File: src/rtl/score_display_scan.sv
`default_nettype none
// ============================================================================
// Module   : score_display_scan
// Purpose  : Two-player score display for the Pong top level. Each binary
//            score is converted to BCD by a serial double-dabble engine, then
//            the digits are time-multiplexed onto an active-low cathode bus
//            with active-low one-hot anodes. Supports leading-zero blanking
//            and saturation to all 9s.
// Options  : SEG_BLINK_EN - when defined, a player at or above WIN_SCORE
//            blinks with a half-period of BLINK_FRAMES scan frames.
// Revision : 1.0 - initial release
// ============================================================================
module score_display_scan #(
    parameter int NUM_DIGITS       = 8,
    parameter int DIGITS_PER_SCORE = 2,
    parameter int SCORE_W          = 7,
    parameter int REFRESH_DIV      = 100000,
    parameter int WIN_SCORE        = 11,
    parameter int BLINK_FRAMES     = 64
) (
    input  logic                  clk,
    input  logic                  reset,
    input  logic [SCORE_W-1:0]    rightPlayerScore,
    input  logic [SCORE_W-1:0]    leftPlayerScore,
    output logic [NUM_DIGITS-1:0] anode,
    output logic [7:0]            cathode
);

    localparam int DPS       = DIGITS_PER_SCORE;
    localparam int DISP_W    = 4 * DPS;
    localparam int BCD_W     = 4 * (DPS + 1);   // one spare nibble flags overflow
    localparam int IDX_W     = (NUM_DIGITS > 1) ? $clog2(NUM_DIGITS) : 1;
    localparam int PRE_W     = $clog2(REFRESH_DIV);
    localparam int CNT_W     = (SCORE_W > 1) ? $clog2(SCORE_W + 1) : 1;
    localparam int SAT_LIMIT = 10 ** DPS;

    localparam logic [1:0] S_IDLE  = 2'd0;
    localparam logic [1:0] S_LOAD  = 2'd1;
    localparam logic [1:0] S_SHIFT = 2'd2;
    localparam logic [1:0] S_DONE  = 2'd3;

    // Elaboration-time parameter sanity checks.
    if (DPS < 1 || DPS > 4 || 2 * DPS > NUM_DIGITS) begin : g_bad_dps
        $error("score_display_scan: DIGITS_PER_SCORE out of range");
    end
    if (REFRESH_DIV < 2) begin : g_bad_refresh
        $error("score_display_scan: REFRESH_DIV must be at least 2");
    end
    if (BLINK_FRAMES < 1 || WIN_SCORE < 0) begin : g_bad_blink
        $error("score_display_scan: invalid blink parameters");
    end

    // Add-3 correction on every nibble that is 5 or more.
    function automatic logic [BCD_W-1:0] dabble_adj(input logic [BCD_W-1:0] b);
        logic [BCD_W-1:0] r;
        r = b;
        for (int n = 0; n < DPS + 1; n++) begin
            if (r[4*n +: 4] >= 4'd5) r[4*n +: 4] = r[4*n +: 4] + 4'd3;
        end
        return r;
    endfunction

    // Bit d set when digit d (d > 0) is zero and everything above it is zero.
    function automatic logic [DPS-1:0] lz_mask(input logic [DISP_W-1:0] v);
        logic [DPS-1:0] m;
        logic           z;
        m = '0;
        z = 1'b1;
        for (int d = DPS - 1; d >= 1; d--) begin
            z    = z & (v[4*d +: 4] == 4'd0);
            m[d] = z;
        end
        return m;
    endfunction

    function automatic logic [7:0] seg7(input logic [3:0] n);
        case (n)
            4'd0:    seg7 = 8'hC0;
            4'd1:    seg7 = 8'hF9;
            4'd2:    seg7 = 8'hA4;
            4'd3:    seg7 = 8'hB0;
            4'd4:    seg7 = 8'h99;
            4'd5:    seg7 = 8'h92;
            4'd6:    seg7 = 8'h82;
            4'd7:    seg7 = 8'hF8;
            4'd8:    seg7 = 8'h80;
            4'd9:    seg7 = 8'h90;
            default: seg7 = 8'hFF;
        endcase
    endfunction

    logic [1:0]            state_q, state_d;
    logic [SCORE_W-1:0]    r_snap_q, r_snap_d, l_snap_q, l_snap_d;
    logic [SCORE_W-1:0]    r_bin_q, r_bin_d, l_bin_q, l_bin_d;
    logic [BCD_W-1:0]      r_bcd_q, r_bcd_d, l_bcd_q, l_bcd_d;
    logic [DISP_W-1:0]     r_disp_q, r_disp_d, l_disp_q, l_disp_d;
    logic [CNT_W-1:0]      cnt_q, cnt_d;
    logic [PRE_W-1:0]      presc_q, presc_d;
    logic [IDX_W-1:0]      idx_q, idx_d;
    logic [NUM_DIGITS-1:0] anode_q, anode_d;
    logic [7:0]            cathode_q, cathode_d;
    logic [BCD_W-1:0]      r_adj, l_adj;
    logic                  r_sat, l_sat, presc_wrap;
    logic                  hide_r, hide_l;
    logic [DPS-1:0]        r_lz, l_lz;

    assign r_adj = dabble_adj(r_bcd_q);
    assign l_adj = dabble_adj(l_bcd_q);
    assign r_sat = (r_bcd_q[BCD_W-1 -: 4] != 4'd0) || (32'(r_snap_q) >= 32'(SAT_LIMIT));
    assign l_sat = (l_bcd_q[BCD_W-1 -: 4] != 4'd0) || (32'(l_snap_q) >= 32'(SAT_LIMIT));

    // Conversion FSM: snapshot, SCORE_W double-dabble steps, publish.
    always_comb begin
        state_d  = state_q;
        r_snap_d = r_snap_q;
        l_snap_d = l_snap_q;
        r_bin_d  = r_bin_q;
        l_bin_d  = l_bin_q;
        r_bcd_d  = r_bcd_q;
        l_bcd_d  = l_bcd_q;
        r_disp_d = r_disp_q;
        l_disp_d = l_disp_q;
        cnt_d    = cnt_q;
        case (state_q)
            S_IDLE: begin
                if (rightPlayerScore != r_snap_q || leftPlayerScore != l_snap_q)
                    state_d = S_LOAD;
            end
            S_LOAD: begin
                r_snap_d = rightPlayerScore;
                l_snap_d = leftPlayerScore;
                r_bin_d  = rightPlayerScore;
                l_bin_d  = leftPlayerScore;
                r_bcd_d  = '0;
                l_bcd_d  = '0;
                cnt_d    = '0;
                state_d  = S_SHIFT;
            end
            S_SHIFT: begin
                r_bcd_d = {r_adj[BCD_W-2:0], r_bin_q[SCORE_W-1]};
                l_bcd_d = {l_adj[BCD_W-2:0], l_bin_q[SCORE_W-1]};
                r_bin_d = r_bin_q << 1;
                l_bin_d = l_bin_q << 1;
                cnt_d   = cnt_q + 1'b1;
                if (cnt_q == CNT_W'(SCORE_W - 1)) state_d = S_DONE;
            end
            S_DONE: begin
                r_disp_d = r_sat ? {DPS{4'h9}} : r_bcd_q[DISP_W-1:0];
                l_disp_d = l_sat ? {DPS{4'h9}} : l_bcd_q[DISP_W-1:0];
                state_d  = S_IDLE;
            end
            default: state_d = S_IDLE;
        endcase
    end

    // Prescaler and digit index for the scan.
    always_comb begin
        presc_wrap = (presc_q == PRE_W'(REFRESH_DIV - 1));
        presc_d    = presc_wrap ? '0 : presc_q + 1'b1;
        idx_d      = idx_q;
        if (presc_wrap)
            idx_d = (idx_q == IDX_W'(NUM_DIGITS - 1)) ? '0 : idx_q + 1'b1;
    end

`ifdef SEG_BLINK_EN
    localparam int FRM_W = (BLINK_FRAMES > 1) ? $clog2(BLINK_FRAMES) : 1;
    logic [FRM_W-1:0] frame_cnt_q, frame_cnt_d;
    logic             blink_on_q, blink_on_d;
    logic             frame_end;

    assign frame_end = presc_wrap && (idx_q == IDX_W'(NUM_DIGITS - 1));
    assign hide_r    = (32'(r_snap_q) >= 32'(WIN_SCORE)) && !blink_on_q;
    assign hide_l    = (32'(l_snap_q) >= 32'(WIN_SCORE)) && !blink_on_q;

    // Toggle blink phase every BLINK_FRAMES completed frames.
    always_comb begin
        frame_cnt_d = frame_cnt_q;
        blink_on_d  = blink_on_q;
        if (frame_end) begin
            if (frame_cnt_q == FRM_W'(BLINK_FRAMES - 1)) begin
                frame_cnt_d = '0;
                blink_on_d  = !blink_on_q;
            end else begin
                frame_cnt_d = frame_cnt_q + 1'b1;
            end
        end
    end

    // Blink state registers.
    always_ff @(posedge clk) begin
        if (reset) begin
            frame_cnt_q <= '0;
            blink_on_q  <= 1'b1;
        end else begin
            frame_cnt_q <= frame_cnt_d;
            blink_on_q  <= blink_on_d;
        end
    end
`else
    assign hide_r = 1'b0;
    assign hide_l = 1'b0;
`endif

    assign r_lz = lz_mask(r_disp_q);
    assign l_lz = lz_mask(l_disp_q);

    // Select the nibble for the current index and encode the next pin values.
    always_comb begin
        logic [3:0] nib;
        logic       blank;
        nib   = 4'hF;
        blank = 1'b1;
        for (int d = 0; d < DPS; d++) begin
            if (idx_q == IDX_W'(d)) begin
                nib   = r_disp_q[4*d +: 4];
                blank = r_lz[d] | hide_r;
            end
            if (idx_q == IDX_W'(NUM_DIGITS - DPS + d)) begin
                nib   = l_disp_q[4*d +: 4];
                blank = l_lz[d] | hide_l;
            end
        end
        anode_d   = ~(NUM_DIGITS'(1) << idx_q);
        cathode_d = blank ? 8'hFF : seg7(nib);
    end

    // State, datapath and output registers.
    always_ff @(posedge clk) begin
        if (reset) begin
            state_q   <= S_IDLE;
            r_snap_q  <= '0;
            l_snap_q  <= '0;
            r_bin_q   <= '0;
            l_bin_q   <= '0;
            r_bcd_q   <= '0;
            l_bcd_q   <= '0;
            r_disp_q  <= '0;
            l_disp_q  <= '0;
            cnt_q     <= '0;
            presc_q   <= '0;
            idx_q     <= '0;
            anode_q   <= '1;
            cathode_q <= 8'hFF;
        end else begin
            state_q   <= state_d;
            r_snap_q  <= r_snap_d;
            l_snap_q  <= l_snap_d;
            r_bin_q   <= r_bin_d;
            l_bin_q   <= l_bin_d;
            r_bcd_q   <= r_bcd_d;
            l_bcd_q   <= l_bcd_d;
            r_disp_q  <= r_disp_d;
            l_disp_q  <= l_disp_d;
            cnt_q     <= cnt_d;
            presc_q   <= presc_d;
            idx_q     <= idx_d;
            anode_q   <= anode_d;
            cathode_q <= cathode_d;
        end
    end

    assign anode   = anode_q;
    assign cathode = cathode_q;

endmodule
`default_nettype wire

File: config.mk
export PLATFORM = sky130hd
export DESIGN_NAME = score_display_scan
export DESIGN_NICKNAME = d
export VERILOG_FILES = /design/src/rtl/score_display_scan.sv
export SDC_FILE = /design/constraint.sdc
export NUM_CORES = 1
export LEC_CHECK = 0
export ABC_AREA = 1
export BUFFER_PORTS_ARGS = -buffer_cell sky130_fd_sc_hd__buf_2
export CAP_MARGIN = 10
export CORE_MARGIN = 4
export CORE_UTILIZATION = 60
export DETAILED_ROUTE_END_ITERATION = 12
export PLACE_DENSITY = 0.76
export RECOVER_POWER = 25
export SYNTH_ARGS = -nofsm -noshare
export SYNTH_HDL_FRONTEND = slang
export SYNTH_SLANG_ARGS = --single-unit
File: constraint.sdc
create_clock -name clk -period 3 [get_ports clk]
set_input_delay 0.3 -clock clk [delete_from_list [all_inputs] [get_ports clk]]
set_output_delay 0.3 -clock clk [all_outputs]
set_load 0.05 [all_outputs]
After elaboration in Yosys (flattened, before gate mapping)

Memories as Yosys holds them, arrays and structs flattened. A register that Yosys moved wholly into a read port is not among the register bits.
Index checks and enable logic that the tools add are counted.
Widths: inputs -> output; s select.

Latch bits: 0
ROM bits: 112
Logic and storage cells: 84
Memories: 1
Memory bits (writable): 0
Output and inout port bits: 16
Bits in registers: 109

Memories:

| name             | words | bits a word | rd ports | clocked after Yosys merged registers in | wr ports | line | RTL |
|---|---|---|---|---|---|---|---|
| (name not given) | 16    | 7           | 1        | 1                                       | 0        | 77   | `case (n)` |

Add/sub/neg operators: 9
$mul: 0
Shifts and indexed selects: 1
Reduce and logical (&&, ||, !) cells: 13
Multiplexer cells: 25
Magnitude comparators: 8
Equality and inequality tests: 12
Div/mod/pow operators: 0
Bitwise operators: 1

Operators by type and width:

| cell                  | number |
|---|---|
| $pmux 12 s2           | 2 |
| $mux 4                | 8 |
| $pmux 7 s2            | 2 |
| $ge 4x3->1 const B    | 6 |
| $add 17x1->17 const B | 1 |
| $eq 17x17->1 const B  | 1 |
| $add 4x2->4 const B   | 4 |
| $mux 8                | 2 |
| $ge 7x7->1 const B    | 2 |
| $ne 7x7->1            | 2 |
| $eq 3x3->1 const B    | 3 |
| $mux 3                | 3 |
| $logic_not 4->1       | 2 |
| $not 8->8             | 1 |
| $pmux 2 s4            | 1 |
| $reduce_bool 4->1     | 2 |
| $shl 1x3->8 const A   | 1 |
| $add 3x1->3 const B   | 2 |
| $add 3x2->3 const B   | 2 |
| $pmux 3 s2            | 1 |
| $eq 2x2->1 const B    | 2 |
| $mux 1                | 4 |
| $mux 2                | 2 |
| $ne 2x2->1 const B    | 2 |
| 8 further kinds       | 11 |

Logic depth before layout (Yosys ltp)

Gate-level depths: netlist of the first run.

Word-level depth: 6
Mapped depth: 15

Least setup slack after synthesis of the first run

OpenSTA, ideal clock, no wires.

Path type: reg2reg
Start: register idx_q[0]
End: register cathode_q[3] (netlist: cathode[3])
Stages on the path, launching flop included: 16
Period minus slack after synthesis: 1883 ps
Library setup time: 118 ps
Required time: 2882 ps
Arrival time: 1765 ps
Slack: 1117 ps
Cells stage by stage: dfxtp_1 > ha_1 > ha_1 > inv_1 > buf_2 > o21ai_1 > inv_1 > nand2_1 > nand2_1 > inv_2 > ha_1 > inv_1 > nand2_1 > nand2_1 > nand2_1 > nand2_1

Cells in the longest elaborated chain, start to end: 6
Elaborated cells on any way between the ends: 13
Classes of those cells: eq/ne (3); mux (8); reduce/logical (2)

Ends and longest elaborated chain:

| element                          | line | RTL |
|---|---|---|
| start: declaration               | 99   | `logic [IDX_W-1:0] idx_q, idx_d;` |
| start signal: assignment         | 256  | `idx_q <= idx_d;` |
| $logic_not 3->1                  | 214  | `if (idx_q == IDX_W'(d)) begin` |
| $mux 1                           | 214  |  |
| $mux 1                           | 218  | `if (idx_q == IDX_W'(NUM_DIGITS - DPS + d)) begin` |
| $mux 1                           | 214  |  |
| $mux 1                           | 218  |  |
| $reduce_or 2->1 (no source line) | n/a  |  |
| end: declaration                 | 101  | `logic [7:0] cathode_q, cathode_d;` |

Parallel ways exist; a longest one is shown, timed or not.
A chain may end at the register's enable or synchronous reset.

Final worst setup path of the first run

Same ends and word-level chain as after synthesis.

==> results of run 1 <==
metal layers:
layer  vias to the layer above  share of wire, %
met5                         -                 0
met4                         0              0.90
met3                         9               6.6
met2                       119                45
met1                      2242                47
li1                       2599                 -
kinds of logic after synthesis:
group           after synthesis
xor+xnor                      7
simple gates                344
buf+inv                     164
other cells                   1
compound gates              156
flops                       108
fa+ha+maj                    29
tightest hold or removal path, stage by stage:
cell	delay [ns]
buf_2	0.10
inv_1	0.08
a21oi_1	0.06
power by group through the flow:
| stage | logic, mW | registers (mW) | clock network [mW] |
|---|---|---|---|
| global route | 1.40 | 1.84 | 0.985 |
| floorplan | 0.886 | 1.89 | 0 |
| CTS | 1.24 | 1.81 | 0.924 |
| finish | 1.25 | 1.81 | 0.896 |
| global placement | 1.20 | 1.84 | 0 |
| detailed placement | 1.23 | 1.84 | 0 |
metrics by stage:
step	hold slack [ns]	total power [mW]
floorplan	0.418	2.78
global placement	0.430	3.04
detailed placement	0.444	3.07
CTS	0.203	3.98
global route	0.208	4.23
finish	0.217	3.96
area by class of cell:
class	instances	area, sq um
flip-flops and latches	108	2160
well taps	111	139
inverters	138	519
multi-input cells	537	2800
fillers	856	3170
clock buffers	10	128
clock inverters	6	70.1
repair buffers	35	168
registers in the layout, summed over array words and instances, names as in the netlist, 7 cells and up:
register / cells
r_snap_q: 7
anode: 8
l_bcd_q: 12
r_bcd_q: 12
cathode: 7
r_disp_q: 8
l_snap_q: 7
presc_q: 17
l_bin_q: 7
l_disp_q: 8
r_bin_q: 7
path summary, 6_finish.rpt:
| path | start | to | slack (ns) | cells past startpoint |
|---|---|---|---|---|
| setup / recovery | idx_q[0]$_SDFFE_PP0N_ | cathode[3]$_SDFF_PP1_ | 0.84 | 15 |
| hold / removal | leftPlayerScore[2] | l_snap_q[2]$_SDFFE_PP0N_ | 0.22 | 3 |
| setup reg to reg | idx_q[0]$_SDFFE_PP0N_ | cathode[3]$_SDFF_PP1_ | 0.84 | 15 |
| hold reg to reg | presc_q[0]$_SDFF_PP0_ | presc_q[0]$_SDFF_PP0_ | 0.45 | 1 |
cell usage after synthesis (2+ instances only):
cell type / n
a21oi_1: 75
nand2_4: 3
nand3_2: 2
nand4_1: 6
or2_0: 2
nor2_1: 55
o21ai_1: 5
nor3b_1: 5
o22ai_1: 7
nand2_2: 7
inv_2: 5
ha_1: 29
nand3_1: 48
a21oi_2: 2
o211ai_1: 4
nor2_4: 3
clkbuf_1: 21
o221ai_1: 3
xnor2_1: 3
dfxtp_1: 108
inv_1: 131
xor2_1: 4
nand2_1: 191
o21ai_0: 52
nor3_1: 8
buf_2: 3
or2_2: 4
o31ai_1: 6
nor2_2: 4
==> impl_metrics.yaml, run 1 <==
power_and_ir_drop:
  netSwitchingFraction_pct: 38.4
  p_switching_mw: 1.52
  combPwrFrac_pct: 31.5
  pwr-share-clk_pct: 22.6
  internal_power_mw: 2.44
  p_leak_nw: 2.57
  power_density_nw_per_um2: 661
  power_frac_seq_pct: 45.8
  peakVddDrop_uv: 380
finish:
  n_antenna_cell: 0
  final_nets: 874
  drive_gt1_share_pct: 8.03
  layout_common_cells: "nand2_1, inv_1, dfxtp_1, a21oi_1, nor2_1"
  design_area_sq_um: 5990
  postLayoutCoreUtil_pct: 65.4
  layout_commonest_cell: "nand2_1"
  final_cells: 945
  area_growth_pct: 6.81
route:
  wl_um: 12000
  drt_iter0_drc: 312
  drc: 0
  drtPass1Iterations: 5
  via_per_inst: 5.26
  wl_per_cell_um: 12.7
  drtAntennaViolNets: 0
  num_vias: 4969
critical_path:
  cpPeakStageDelay_ns: 0.34
  arrival_ns: 2.42
  crit_chain: "inv_1, ha_1, inv_1, nor2_1, nand2_1, nand3_1, nand3_2, nand2_4, inv_1, ha_1, inv_1, nand2_1, nand2_1, nand2_1, nand2_1"
  critical-path-top-delay-family: "simple AND/OR/NAND/NOR gates"
  crit_top_cell: "nand2_1"
  cp_data_required_time_ns: 3.26
  crit_type: "register to register"
  slowest_stage: "dfxtp_1"
  startpoint_type: "register"
  endpoint_kind: "register"
  crit_buf_inv: 4
  critical_path.max_fanout: 6
placed_design:
  dp_hpwl_um: 8730
  post-place-ws_ns: 0.941
  place_area_sq_um: 5820
  place.port_buffers: 30
  gp_congestion: 0.901
  placed_cells: 929
timing:
  tightest_slew_ns: 0.874
  slew_headroom_pct: 41.7
  setup_viol: 0
  min_period_over_period_pct: 71.9
  rsz0062_at_grt: "false"
  clock.fmax_mhz: 464
  report.final.slew_viol_count: 0
  min_period_ns: 2.16
  finClkSkew_ns: 0.0156
  setup_tns_ns: 0
  postLayoutSetupSlackWorst_ns: 0.843
  finalHoldViolCount: 0
synth:
  synthArstFlopShare_pct: 0
  synth_seq_area_share_pct: 38.6
  ys_types: 42
  synth_top_area_share_pct: 38.6
  synth-compound-area-share_pct: 15.1
  avgSynthCellArea_sq_um: 6.93
  syn-cell-area_sq_um: 5610
  synth_top_family_by_area: "simple AND/OR/NAND/NOR gates"
  synth-adder-area-share_pct: 6.47
  yosys_warnings: 0
  synth_edf_count: 0
  synthMuxAreaShare_pct: 0
  synth_top_cell_by_area: "dfxtp_1"
  yosys_register_bits: 108
  synth_nets: 854
  synth_xor_area_share_pct: 1.09
  synth.area.top_cells: "dfxtp_1, nand2_1, inv_1"
  synthFlopType: "dfxtp_1"
  yosys.area_share.simple_pct: 27.4
  netlist_instances: 809
flow_run:
  maxCapViolations: 0
floorplanning:
  core_sq_um: 9150
  boundaryPins: 32
  die_area_sq_um: 11000
  initial_core_util_pct: 61.2
  fp.dieW_um: 105
  rows: 35
  die_h_um: 105
global_route:
  met3_usage_pct: 4.94
  grtUsageMet1_pct: 31.5
  track_usage_pct: 22.6
  grt_pass1_wl_um: 20900
  grt_pass1_vias: 4643
  grt-ovfl-total: 0
  met2_usage_pct: 36.2
  grt_max_degree: 35
  antenna_found_initial: 0
  grt.busiest_layer: "met2"
clocking:
  root_buffer: "clkbuf_8"
  cts_buffers: 9
  cts_buffer_depth: 2
  clk_pin_slew_worst_paths_ns: 0.10
  numClockSinks: 108
  htreeDepth: 3
  hold_buffers: 0
  cts_setup_buffers: 0
  cts_tree: "yes"
  clk_latency_ns: 0.37
  cts_resized: 0
outcome:
  outcome: "finished clean"
worst_hold_path:
  min_path_type: "primary input to register"
No activity file was read; power rests on OpenSTA's default activity.
==> run 2: changes to the inputs <==
clock period = 2.2 ns   (was 3 ns; I/O delays follow)
==> impl_metrics.yaml, run 2 (synthesis gave the netlist of run 1 again) <==
critical_path:
  critical_path.max_fanout: 8
  slowest_stage: "dfxtp_1"
  crit_chain: "ha_1, ha_2, inv_2, buf_4, nor2_1, inv_1, nand2_4, inv_1, ha_1, inv_1, nand2_1, nand2_1, nand2_1, nand2_1"
  cpPeakStageDelay_ns: 0.36
  crit_buf_inv: 5
  cp_data_required_time_ns: 2.47
  reg2reg_from: "idx_q[1]$_SDFFE_PP0N_"
  endpoint_kind: "register"
  critical-path-top-delay-family: "adder cells"
  crit_top_cell: "nand2_1"
  startpoint_type: "register"
  reg2reg_slack_ns: 0.23
  ff2ff_path_depth: 14
  crit_type: "register to register"
  reg2reg_to: "cathode[3]$_SDFF_PP1_"
  arrival_ns: 2.24
clocking:
  htreeDepth: 3
  numClockSinks: 108
  clk_latency_ns: 0.37
  cts_resized: 0
  hold_buffers: 0
  cts_buffers: 9
  cts_buffer_depth: 2
  clk_pin_slew_worst_paths_ns: 0.11
  cts_setup_buffers: 0
  root_buffer: "clkbuf_8"
  cts_tree: "yes"
finish:
  area_growth_pct: 8.21
  drive_gt1_share_pct: 9.29
  final_nets: 880
  n_antenna_cell: 0
  design_area_sq_um: 6070
  largest-register: "presc_q"
  largest_reg_flops: 17
  layout_common_cells: "nand2_1, inv_1, dfxtp_1, a21oi_1, nor2_1"
  layout_commonest_cell: "nand2_1"
  reg_top3: "presc_q (17), l_bcd_q (12), r_bcd_q (12)"
timing:
  setup_viol: 0
  tightest_slew_ns: 1.01
  holdWs_ns: 0.131
  slew_headroom_pct: 32.9
  clock.fmax_mhz: 509
  rsz0062_at_grt: "false"
  setup_tns_ns: 0
  min_period_ns: 1.97
  min_period_over_period_pct: 89.3
  report.final.slew_viol_count: 0
  finalHoldViolCount: 0
  finClkSkew_ns: 0.0166
route:
  wl_um: 11600
  drt_iter0_drc: 292
  drtAntennaViolNets: 0
  num_vias: 4987
  wl_per_cell_um: 12.2
  via_per_inst: 5.24
  drtPass1Iterations: 5
  drc: 0
placed_design:
  place.port_buffers: 30
  place_area_sq_um: 5890
  dp_hpwl_um: 8540
  gp_congestion: 0.915
floorplanning:
  die_h_um: 105
  die_area_sq_um: 11000
  fp.dieW_um: 105
  initial_core_util_pct: 61.2
  rows: 35
  core_sq_um: 9150
  boundaryPins: 32
power_and_ir_drop:
  p_leak_nw: 2.63
  peakVddDrop_uv: 471
  power_density_nw_per_um2: 894
outcome:
  outcome: "finished clean"
global_route:
  track_usage_pct: 21.7
  grt_pass1_wl_um: 20100
  met2_usage_pct: 34.2
  met3_usage_pct: 4.14
  grtUsageMet1_pct: 31.0
  grt_pass1_vias: 4424
  grt.busiest_layer: "met2"
  grt_max_degree: 35
  grt-ovfl-total: 0
  antenna_found_initial: 0
worst_hold_path:
  min_from: "rightPlayerScore[0]"
  whs_path_depth: 3
  min_path_type: "primary input to register"
  hold_end: "r_bin_q[0]$_SDFFE_PP0P_"
flow_run:
  maxCapViolations: 0
[run 2: routing by layer]
layer / vias to the layer above / share of wire [%]
met2: 110 / 44
met5: - / 0
met3: 9 / 4.6
met1: 2246 / 50
met4: 0 / 0.78
li1: 2622 / -
[run 2: how the worst max path moves through the flow]
| stage | startpoint | end | slack [ns] | depth (start not counted) |
|---|---|---|---|---|
| floorplan | idx_q[0]$_SDFFE_PP0N_ | cathode[3]$_SDFF_PP1_ | 0.32 | 15 |
| global placement | idx_q[0]$_SDFFE_PP0N_ | cathode[3]$_SDFF_PP1_ | 0.24 | 14 |
| detailed placement | idx_q[0]$_SDFFE_PP0N_ | cathode[3]$_SDFF_PP1_ | 0.15 | 14 |
| CTS | idx_q[0]$_SDFFE_PP0N_ | cathode[3]$_SDFF_PP1_ | 0.15 | 14 |
| global route | idx_q[1]$_SDFFE_PP0N_ | cathode[3]$_SDFF_PP1_ | 0.03 | 14 |
| finish | idx_q[1]$_SDFFE_PP0N_ | cathode[3]$_SDFF_PP1_ | 0.23 | 14 |
[run 2: tightest hold or removal path: stages]
cell and delay, ns:
buf_2 0.12, nand2_1 0.06, a21oi_1 0.05
[run 2: final cells by class]
| class | instances | area (sq um) |
|---|---|---|
| Tap cell | 111 | 139 |
| Fill cell | 842 | 3090 |
| Multi-Input combinational cell | 537 | 2820 |
| Clock buffer | 9 | 124 |
| Sequential cell | 108 | 2160 |
| Clock inverter | 7 | 66.3 |
| Inverter | 138 | 519 |
| Timing Repair Buffer | 41 | 235 |
[run 2: report_power, final]
group / internal [mW] / total, mW / switching [mW] / leakage (nW)
clock network: 0.443 / 1.17 / 0.724 / 0.0982
logic: 0.580 / 1.78 / 1.20 / 1.65
registers: 2.29 / 2.48 / 0.192 / 0.880
[run 2: through the flow]
stage	instances	total power, mW	setup slack [ns]	util (%)
finish	951	5.42	0.234	66.3
global route	951	5.81	0.0312	66.3
CTS	951	5.46	0.146	66.4
detailed placement	935	4.28	0.151	64.3
global placement	935	4.25	0.237	64.3
floorplan	809	3.78	0.317	-
==> run 3: changes to the inputs <==
CORE_ASPECT_RATIO = 0.7   (was unset)
==> impl_metrics.yaml, run 3 (synthesis gave the netlist of run 1 again) <==
outcome:
  outcome: "finished clean"
power_and_ir_drop:
  p_leak_nw: 2.64
  peakVddDrop_uv: 523
  power_density_nw_per_um2: 935
critical_path:
  reg2reg_slack_ns: 0.20
  endpoint_kind: "register"
  cp.depth: 14
  arrival_ns: 2.23
  critical_path.max_fanout: 12
  cp_data_required_time_ns: 2.44
  reg2reg_from: "idx_q[0]$_SDFFE_PP0N_"
  startpoint_type: "register"
  slowest_stage: "dfxtp_1"
  cp-startpoint: "idx_q[0]$_SDFFE_PP0N_"
  crit_type: "register to register"
  crit_chain: "ha_1, ha_1, inv_2, o21ai_1, inv_1, nand2_1, nand2_1, inv_2, ha_1, inv_1, nand2_1, nand2_1, nand2_1, nand2_1"
  reg2reg_to: "cathode[3]$_SDFF_PP1_"
  ff2ff_path_depth: 14
  crit_buf_inv: 4
  crit_top_cell: "nand2_1"
  critical-path-top-delay-family: "adder cells"
  endpoint: "cathode[3]$_SDFF_PP1_"
  cpPeakStageDelay_ns: 0.33
route:
  drtAntennaViolNets: 0
  wl_per_cell_um: 12.8
  via_per_inst: 5.30
  wl_um: 12400
  drc: 0
  drt_iter0_drc: 315
  num_vias: 5107
  drtPass1Iterations: 5
floorplanning:
  rows: 29
  fp.dieW_um: 124
  initial_core_util_pct: 61.8
  core_sq_um: 9070
  die_area_sq_um: 11000
  boundaryPins: 32
  die_h_um: 88.9
global_route:
  track_usage_pct: 23.2
  grt_max_degree: 35
  grt-ovfl-total: 0
  grt_pass1_vias: 4558
  antenna_found_initial: 0
  grt_pass1_wl_um: 20400
clocking:
  clk_latency_ns: 0.35
  cts_tree: "yes"
  htreeDepth: 3
  cts_setup_buffers: 0
  clk_pin_slew_worst_paths_ns: 0.07
  cts_buffers: 9
  root_buffer: "clkbuf_16"
  numClockSinks: 108
  cts_buffer_depth: 2
finish:
  largest_reg_flops: 17
  n_antenna_cell: 0
  layout_common_cells: "nand2_1, inv_1, dfxtp_1, a21oi_1, nor2_1"
  final_nets: 881
  drive_gt1_share_pct: 8.57
  area_growth_pct: 9.42
  layout_commonest_cell: "nand2_1"
  largest-register: "presc_q"
  reg_top3: "presc_q (17), l_bcd_q (12), r_bcd_q (12)"
timing:
  finClkSkew_ns: 0.00721
  tightest_slew_ns: 1.07
  clock.fmax_mhz: 501
  slew_headroom_pct: 28.6
  rsz0062_at_grt: "false"
  min_period_over_period_pct: 90.8
  finalHoldViolCount: 0
  setup_viol: 0
  setup_tns_ns: 0
  report.final.slew_viol_count: 0
  postLayoutSetupSlackWorst_ns: 0.203
  min_period_ns: 2.00
placed_design:
  gp_congestion: 0.903
  dp_hpwl_um: 9050
  post-place-ws_ns: 0.126
  place.port_buffers: 30
worst_hold_path:
  min_path_type: "primary input to register"
flow_run:
  maxCapViolations: 0
## run 3: report_power, final
part,switching (mW),internal (mW)
clock,0.705,0.760
combinational,1.22,0.566
sequential,0.196,2.29
## run 3: worst min-delay path by stage
| stage | start | to | slack, ns | cells past startpoint |
|---|---|---|---|---|
| after CTS | rightPlayerScore[0] | r_bin_q[0]$_SDFFE_PP0P_ | 0.14 | 3 |
| after global placement | presc_q[0]$_SDFF_PP0_ | presc_q[0]$_SDFF_PP0_ | 0.43 | 1 |
| after detailed placement | presc_q[0]$_SDFF_PP0_ | presc_q[0]$_SDFF_PP0_ | 0.44 | 1 |
| after global routing | rightPlayerScore[3] | r_snap_q[3]$_SDFFE_PP0N_ | 0.15 | 3 |
| final | rightPlayerScore[0] | r_bin_q[0]$_SDFFE_PP0P_ | 0.14 | 3 |
| after floorplan | leftPlayerScore[0] | l_bin_q[0]$_SDFFE_PP0P_ | 0.36 | 2 |
## run 3: worst register-to-register path, delay by kind of cell (launching register included)
family | cells | cell delay, ns
flip-flops | 1 | 0.33
buffers and inverters | 4 | 0.34
AO/OA/AOI/OAI | 1 | 0.10
adder cells (fa/ha/maj) | 3 | 0.74
AND/OR/NAND/NOR | 6 | 0.38
## run 3: routing by layer
metal | wire (um) | global-route usage (%) | vias to the layer above
li1 | - | - | 2616
met1 | 6190 | 33.0 | 2323
met2 | 5230 | 35.3 | 151
met3 | 805 | 5.37 | 17
met4 | 155 | 6.63 | 0
met5 | 0 | 0 | -
## run 3: per-stage QoR
| step | hold slack, ns | cells | total power, mW | util [%] | instance area, sq um |
|---|---|---|---|---|---|
| final | 0.141 | 964 | 5.73 | 67.6 | 6130 |
| after global routing | 0.153 | 964 | 6.10 | 67.6 | 6130 |
| after CTS | 0.141 | 964 | 5.74 | 67.9 | 6160 |
| after detailed placement | 0.436 | 949 | 4.28 | 65.0 | 5900 |
| after global placement | 0.431 | 949 | 4.22 | 65.0 | 5900 |
| after floorplan | 0.363 | 809 | 3.78 | - | 5610 |
## run 3: final cells by class
type,instances,area (sq um)
fillers,786,2940
repair buffers,42,225
inverters,138,519
clock inverters,4,27.5
well taps,124,155
multi-input cells,537,2810
clock buffers,11,233
flip-flops and latches,108,2160
## run 3: repair_timing
| item | 4_1_cts | 5_1_grt |
|---|---|---|
| resized for setup | 0 | 1 |
| setup endpoints to repair | 0 | 1 |
| hold buffers | 0 | 0 |
